$ cat src/rtl/input_conditioner_pkg.sv
// Shared types and sizing helpers for the input conditioner.
package input_conditioner_pkg;

   // Scan sequence: discharge the pads, let them settle, take one sample.
   typedef enum logic [1:0] {
      DISCHARGE,
      SETTLE,
      SAMPLE
   } scan_state_t;

   // Width of a counter that must hold values 0..n-1 (never narrower than 1 bit).
   function automatic int unsigned cnt_width(input int unsigned n);
      return (n < 2) ? 1 : $clog2(n);
   endfunction

   function automatic int unsigned max_u(input int unsigned a, input int unsigned b);
      return (a > b) ? a : b;
   endfunction

endpackage

$ cat src/rtl/input_conditioner_if.sv
// Pad-side and result signals of one conditioned bank.
interface input_conditioner_if #(
   parameter int unsigned SIZE = 5
);
   logic [SIZE-1:0] pin_in;
   logic            pin_drive_low;
   logic [SIZE-1:0] state;
   logic [SIZE-1:0] rise;
   logic [SIZE-1:0] fall;
   logic            sample_strobe;

   // Conditioner side: reads the pads, drives the results.
   modport master (
      input  pin_in,
      output pin_drive_low,
      output state,
      output rise,
      output fall,
      output sample_strobe
   );

   // Consumer side: owns the tristate pads, reads the results.
   modport slave (
      output pin_in,
      input  pin_drive_low,
      input  state,
      input  rise,
      input  fall,
      input  sample_strobe
   );
endinterface

$ cat src/rtl/input_conditioner_debounce_channel.sv
// One debounced channel: accepts a new level after DEBOUNCE_SCANS
// consecutive differing samples and pulses rise/fall for one cycle.
module debounce_channel
   import input_conditioner_pkg::*;
#(
   parameter int unsigned DEBOUNCE_SCANS = 4
) (
   input  logic clk,
   input  logic rst,
   input  logic sample_en,
   input  logic sample,
   output logic state,
   output logic rise,
   output logic fall
);

   localparam int unsigned CNT_W = cnt_width(DEBOUNCE_SCANS);
   localparam logic [CNT_W-1:0] CNT_LAST = CNT_W'(DEBOUNCE_SCANS - 1);

   logic [CNT_W-1:0] cnt;

   // Count consecutive disagreeing samples; any agreeing sample restarts the count.
   always_ff @(posedge clk) begin
      if (rst) begin
         cnt   <= '0;
         state <= 1'b0;
         rise  <= 1'b0;
         fall  <= 1'b0;
      end else begin
         rise <= 1'b0;
         fall <= 1'b0;
         if (sample_en) begin
            if (sample == state) begin
               cnt <= '0;
            end else if (cnt == CNT_LAST) begin
               state <= sample;
               cnt   <= '0;
               rise  <= sample;
               fall  <= ~sample;
            end else begin
               cnt <= cnt + 1'b1;
            end
         end
      end
   end

endmodule

$ cat src/rtl/input_conditioner.sv
// Periodically discharges a bank of floating pads, releases them, samples
// after a settle time and debounces each channel independently.
module input_conditioner
   import input_conditioner_pkg::*;
#(
   parameter int unsigned SIZE             = 5,
   parameter int unsigned DISCHARGE_CYCLES = 4,
   parameter int unsigned SETTLE_CYCLES    = 16,
   parameter int unsigned DEBOUNCE_SCANS   = 4
) (
   input logic                 clk,
   input logic                 rst,
   input_conditioner_if.master bus
);

   localparam int unsigned PHASE_W = cnt_width(max_u(DISCHARGE_CYCLES, SETTLE_CYCLES));
   localparam logic [PHASE_W-1:0] DIS_LAST = PHASE_W'(DISCHARGE_CYCLES - 1);
   localparam logic [PHASE_W-1:0] SET_LAST = PHASE_W'(SETTLE_CYCLES - 1);

   scan_state_t      scan;
   logic [PHASE_W-1:0] phase;
   logic             drive_low;
   logic             strobe;
   logic [SIZE-1:0]  sync1;
   logic [SIZE-1:0]  sync2;
   logic [SIZE-1:0]  state_w;
   logic [SIZE-1:0]  rise_w;
   logic [SIZE-1:0]  fall_w;

   // Two-flop synchroniser, running every cycle regardless of scan phase.
   always_ff @(posedge clk) begin
      if (rst) begin
         sync1 <= '0;
         sync2 <= '0;
      end else begin
         sync1 <= bus.pin_in;
         sync2 <= sync1;
      end
   end

   // Scan FSM; drive_low/strobe are set alongside the transition into the
   // state they belong to, so they are registered yet aligned with it.
   always_ff @(posedge clk) begin
      if (rst) begin
         scan      <= DISCHARGE;
         phase     <= '0;
         drive_low <= 1'b1;
         strobe    <= 1'b0;
      end else begin
         case (scan)
            DISCHARGE: begin
               strobe <= 1'b0;
               if (phase == DIS_LAST) begin
                  scan      <= SETTLE;
                  phase     <= '0;
                  drive_low <= 1'b0;
               end else begin
                  phase     <= phase + 1'b1;
                  drive_low <= 1'b1;
               end
            end
            SETTLE: begin
               drive_low <= 1'b0;
               if (phase == SET_LAST) begin
                  scan   <= SAMPLE;
                  phase  <= '0;
                  strobe <= 1'b1;
               end else begin
                  phase  <= phase + 1'b1;
                  strobe <= 1'b0;
               end
            end
            SAMPLE: begin
               scan      <= DISCHARGE;
               phase     <= '0;
               drive_low <= 1'b1;
               strobe    <= 1'b0;
            end
            default: begin
               scan      <= DISCHARGE;
               phase     <= '0;
               drive_low <= 1'b1;
               strobe    <= 1'b0;
            end
         endcase
      end
   end

   for (genvar i = 0; i < SIZE; i++) begin : g_ch
      debounce_channel #(
         .DEBOUNCE_SCANS(DEBOUNCE_SCANS)
      ) u_ch (
         .clk      (clk),
         .rst      (rst),
         .sample_en(strobe),
         .sample   (sync2[i]),
         .state    (state_w[i]),
         .rise     (rise_w[i]),
         .fall     (fall_w[i])
      );
   end

   assign bus.pin_drive_low = drive_low;
   assign bus.sample_strobe = strobe;
   assign bus.state         = state_w;
   assign bus.rise          = rise_w;
   assign bus.fall          = fall_w;

endmodule

$ cat src/flat_wrapper.sv
// flat-port wrapper written by rule: the top's interface ports become plain ports
module input_conditioner_flat import input_conditioner_pkg::*;
#(
   parameter int unsigned SIZE             = 5,
   parameter int unsigned DISCHARGE_CYCLES = 4,
   parameter int unsigned SETTLE_CYCLES    = 16,
   parameter int unsigned DEBOUNCE_SCANS   = 4
)
  (clk, rst, bus_pin_in, bus_pin_drive_low, bus_state, bus_rise, bus_fall, bus_sample_strobe);
  input_conditioner_if #(.SIZE(SIZE)) bus_i ();
  input logic clk;
  input logic rst;
  input wire logic [$bits(bus_i.pin_in)-1:0] bus_pin_in;
  output wire logic [$bits(bus_i.pin_drive_low)-1:0] bus_pin_drive_low;
  output wire logic [$bits(bus_i.state)-1:0] bus_state;
  output wire logic [$bits(bus_i.rise)-1:0] bus_rise;
  output wire logic [$bits(bus_i.fall)-1:0] bus_fall;
  output wire logic [$bits(bus_i.sample_strobe)-1:0] bus_sample_strobe;
  assign bus_i.pin_in = bus_pin_in;
  assign bus_pin_drive_low = bus_i.pin_drive_low;
  assign bus_state = bus_i.state;
  assign bus_rise = bus_i.rise;
  assign bus_fall = bus_i.fall;
  assign bus_sample_strobe = bus_i.sample_strobe;
  input_conditioner #(.SIZE(SIZE), .DISCHARGE_CYCLES(DISCHARGE_CYCLES), .SETTLE_CYCLES(SETTLE_CYCLES), .DEBOUNCE_SCANS(DEBOUNCE_SCANS)) u_core (.clk(clk), .rst(rst), .bus(bus_i));
endmodule
$ cat config.mk
export PLATFORM = sky130hd
export DESIGN_NAME = input_conditioner_flat
export DESIGN_NICKNAME = d
export VERILOG_FILES = /design/src/rtl/input_conditioner_pkg.sv /design/src/rtl/input_conditioner_if.sv /design/src/rtl/input_conditioner_debounce_channel.sv /design/src/rtl/input_conditioner.sv /design/src/flat_wrapper.sv
export SDC_FILE = /design/constraint.sdc
export NUM_CORES = 1
export LEC_CHECK = 0
export BUFFER_PORTS_ARGS = -buffer_cell sky130_fd_sc_hd__buf_2
export CAP_MARGIN = 20
export CORE_ASPECT_RATIO = 2
export CORE_MARGIN = 2
export CORE_UTILIZATION = 40
export CTS_BUF_LIST = sky130_fd_sc_hd__clkbuf_16
export DETAILED_ROUTE_END_ITERATION = 10
export GPL_ROUTABILITY_DRIVEN = 0
export PLACE_DENSITY = 0.63
export SETUP_SLACK_MARGIN = 0.15
export SYNTH_ARGS = -nofsm -noshare
export SYNTH_HDL_FRONTEND = slang
export SYNTH_SLANG_ARGS = --single-unit
$ cat constraint.sdc
create_clock -name clk -period 2.85 [get_ports clk]
set_input_delay 0.57 -clock clk [delete_from_list [all_inputs] [get_ports clk]]
set_output_delay 0.57 -clock clk [all_outputs]
set_load 0.02 [all_outputs]
### Word level (Yosys, flattened, before mapping)

Cells that the tools add are included.

| operators by class | value |
|---|---|
| bitwise gates (word level) | 17 |
| equality and inequality tests | 15 |
| add/sub/neg operators | 6 |
| reductions and logical operators | 13 |
| multiplexer cells | 19 |

Operators by type and width:

| cell | number |
|---|---|
| $mux W2 | 12 |
| $reduce_or A4 Y1 | 5 |
| $not A1 Y1 | 17 |
| $reduce_and A3 Y1 | 5 |
| $add A2 B1 Y2 const B | 5 |
| $eq A2 B2 Y1 const B | 5 |
| $mux W4 | 2 |
| $pmux W4 S2 | 1 |
| $eq A1 B1 Y1 | 5 |
| $add A4 B1 Y4 const B | 1 |
| $eq A4 B2 Y1 const B | 1 |
| $eq A4 B4 Y1 const B | 1 |
| $ne A2 B1 Y1 const B | 2 |
| $pmux W2 S2 | 1 |
| $eq A2 B1 Y1 const B | 1 |
| $logic_not A2 Y1 | 1 |
| $mux W1 | 2 |
| $pmux W1 S2 | 1 |
| $reduce_and A2 Y1 | 1 |
| $reduce_or A2 Y1 | 1 |

| storage, ports and cells | value |
|---|---|
| input bits | 7 |
| register bits | 43 |
| logic and storage cells | 96 |

### Logic depth before layout (Yosys ltp)

| logic depth | value |
|---|---|
| depth after elaboration | 3 |
| mapped depth | 4 |

### Cells and area by module

A second synthesis with hierarchy kept.

| second synthesis, totals | value |
|---|---|
| cell total of the unflattened synthesis | 148 |
| area, all modules | 1621.6 µm² |

By module, submodules not included:

| module | instances | cells each | area each (µm²) |
|---|---|---|---|
| debounce_channel | 5 | 19 | 205.2 |
| input_conditioner | 1 | 53 | 595.6 |

### Worst setup path after synthesis

OpenSTA, ideal clock, no wires.

| timing | value |
|---|---|
| kind | input to register |
| start | in rst |
| end | reg u_core.phase[0] |
| stages on the path | 4 |
| buffers on the path | 2 |
| slack | 1.599 ns |
| arrival time | 1.171 ns |
| cells stage by stage | buf_6 -> or2_0 -> buf_2 -> a211oi_2 |

RTL lines:

| what | RTL line | source |
|---|---|---|
| from (decl) | flat_wrapper.sv:12 | `input logic rst;` |
| to (signal assigned) | input_conditioner.sv:58 | `phase <= phase + 1'b1;` |
| to (signal assigned) | input_conditioner.sv:69 | `phase <= phase + 1'b1;` |
| to (decl) | input_conditioner.sv:21 | `logic [PHASE_W-1:0] phase;` |

### Worst setup path in the final report

| timing | value |
|---|---|
| start | reg u_core.strobe (netlist: u_core.bus.sample_strobe) |
| end | out bus_sample_strobe |

RTL lines:

| what | RTL line | source |
|---|---|---|
| from (decl) | input_conditioner.sv:23 | `logic strobe;` |
| from (signal assigned) | input_conditioner.sv:48 | `strobe <= 1'b0;` |
| from (signal assigned) | input_conditioner.sv:52 | `strobe <= 1'b0;` |
| from (signal assigned) | input_conditioner.sv:67 | `strobe <= 1'b1;` |
| to (decl) | flat_wrapper.sv:18 | `output wire logic [$bits(bus_i.sample_strobe)-1:0] bus_sample_strobe;` |

No word-level cell between the ends.

==> reports/results.txt <==
VDD IR-drop max: 403 uV
Ys async rst share: 0%
CP Capture Type: output pin
Worst EP required: 2280 ps
TritonCTS sink count: 43
Worst-path maximum fanout: 20
Crit-path cells: buf_4, buf_2
DR WL/cell: 10.7 um
Initial Utilization: 41.9%
Slew Viols, Final: 0
Worst Hold Class: flop to flop
Sw Pwr: 0.000244 W
Worst slew margin: 67.8%
CP arrival: 1300 ps
Top_reg_cell synth: dfxtp_1
Dominant cell by count in the synthesized netlist: dfxtp_1
Fin nets: 204
Leak Pwr: 0.773 nW
Number of buffers created by CTS: 5
Yosys warning count: 0
Combinational fraction of design power: 3.1%
Fin crit share: 65.5%
CTS Buffer Depth: 2
Grt ovf: 0
Mapped Area: 0.00171 mm^2
Clock Tree Root: clkbuf_16
Share of layout cells above drive strength 1: 16.8%
Tot GR Track Use: 12.7%
Power share of the clock group: 47.9%
Num rows: 33
Drt pass-1 iters: 3
Area leader, netlist: dfxtp_1
Tmin final: 1870 ps
Crit path launch type: flop
Slowest-stage cell, CP: dfxtp_1
Gates resized, CTS repair: 0
Setup TNS: 0 ps
Initial antenna violation count: 0
Post-synth cell types: 25
Routed wire length: 2590 um
DIE WIDTH: 50.3 um
DR vias/cell: 4.83
CTS tree: yes
Switching power share of the total: 19.0%
Die area: 0.00486 mm^2
Io pins: 24
Post-synth top cells: 43 x dfxtp_1, 19 x nand2_1, 18 x a21oi_1
Synth-to-Final Area Change: 11.3%
First-pass GRT wire length: 4690 um
Sequential share of power: 49.0%
Top cell type's share of synthesized area: 50.2%
Latest clock arrival within the worst-skew pair: 280 ps
Routed vias: 1173
PwrDens: 673 mW/mm^2
RSZ-0062 raised after global routing: false
Starting DRT DRC Count: 6
Number of synthesized flops with an enable pin: 0
Max Fclk: 535 MHz
Synth area leaders: dfxtp_1 50%, buf_4 7.0%, nor3b_1 5.7%
CP Buf/Inv Count: 2
Mapped Cells: 182
Synthesized flop and latch total: 43
Setup Viol. Count Final: 0
Antenna Cells: 0
Outcome: complete, no violations
Max Clock Skew: 5.41 ps
Clk pin slew, worst setup/hold paths: 60 ps
Detailed-route DRC error count: 0
Family with the most delay on the worst path: flip-flops
Port bufs: 23
Final hold vios: 0
Mapped Avg Cell Area: 9.42 um^2
Post-synthesis net count: 195
Largest net degree at the start of global routing: 29
Number of routed nets with antenna violations: 0
Critical path class: flop to output pin
Final core occ: 46.7%
Die height: 96.6 um
Post-DP HPWL: 1760 um
Number of setup buffers added after CTS: 0
Vias in the first global route: 1128
Int Power: 0.00104 W
# hold bufs at CTS: 0
Worst-Margin Slew: 483 ps
H-tree depth: 2
Post-synthesis sequential area ratio: 50.2%
Core Footprint: 0.00409 mm^2
Max-Cap Viols: 0
Max stage delay on crit path: 540 ps
[registers in the layout (all words and copies together), names as in the netlist]
register and flops:
u_core.g_ch.u_ch.state 5, u_core.scan 2, u_core.sync1 5, u_core.bus.sample_strobe 1, u_core.bus.pin_drive_low 1, u_core.phase 4, u_core.g_ch.u_ch.cnt 10, u_core.g_ch.u_ch.fall 5
u_core.sync2 5, u_core.g_ch.u_ch.rise 5
[routing by layer]
metal	GRT usage [%]	share of wire, %	routed length (um)	up-vias
li1	-	-	-	608
met1	12.6	41	1060	536
met2	23.1	52	1340	22
met3	3.08	4.5	117	7
met4	8.11	2.7	70	0
met5	0	0	0	-
[cell families (layout without fill, tap and decap cells)]
kind of cell | Yosys count | in the layout | share of synthesized area, %
fa+ha+maj | 6 | 6 | 4.38
compound gates | 24 | 24 | 7.74
buf+inv | 23 | 32 | 9.12
simple gates | 81 | 81 | 26.0
xor+xnor | 5 | 5 | 2.55
flops | 43 | 43 | 50.2
[worst paths after layout]
kind                            startpoint                       end  slack [ps]  cells past startpoint
setup / recovery  u_core.bus.sample_strobe         bus_sample_strobe         980                      2
setup reg to reg  u_core.bus.sample_strobe  u_core.g_ch[1].u_ch.rise        1320                      4
hold / removal             u_core.sync1[0]           u_core.sync2[0]         440                      1
hold reg to reg            u_core.sync1[0]           u_core.sync2[0]         440                      1
[final cells by class]
| cell class | instances | area [um^2] |
|---|---|---|
| clock buffers | 5 | 125 |
| fillers | 411 | 2180 |
| multi-input cells | 116 | 697 |
| repair buffers | 24 | 123 |
| flip-flops and latches | 43 | 861 |
| clock inverters | 2 | 33.8 |
| well taps | 52 | 65.1 |
| inverters | 1 | 3.75 |
[per-stage QoR]
step | hold slack [ps] | std cells | instance area (um^2) | worst slack [ps] | total power [W]
CTS | 444 | 243 | 1910 | 963 | 0.00130
global route | 464 | 243 | 1910 | 881 | 0.00133
detailed placement | 420 | 236 | 1750 | 1260 | 0.000683
global placement | 418 | 236 | 1750 | 1280 | 0.000683
floorplan | 414 | 182 | 1710 | 1600 | 0.000672
finish | 439 | 243 | 1910 | 982 | 0.00128
[power by group through the flow]
stage / clock, W / combinational (W) / sequential (W)
detailed placement: 0 / 0.0000410 / 0.000642
global route: 0.000654 / 0.0000449 / 0.000632
finish: 0.000614 / 0.0000400 / 0.000629
CTS: 0.000630 / 0.0000411 / 0.000629
floorplan: 0 / 0.0000305 / 0.000641
global placement: 0 / 0.0000406 / 0.000642
[worst register-to-register path, delay by kind of cell (launching register included)]
kind / cells / cell delay, ps
buffers and inverters: 1 / 280
AND/OR/NAND/NOR: 3 / 630
flip-flops: 1 / 540
[cell usage in the layout (no fill, tap or decap), types with 2 or more instances in the layout]
cell type	netlist	layout
dfxtp_1	43	43
ha_1	6	6
nand3_1	14	14
nand2_1	19	19
nor3b_1	13	13
nand2b_1	9	9
nor2_1	6	6
nor2b_1	13	13
xor2_1	5	5
clkbuf_16	0	5
a21oi_1	18	18
nor3_1	2	2
inv_1	1	2
buf_2	2	23
o21ai_0	3	3
Note: power is estimated with default switching activity, not from simulation.
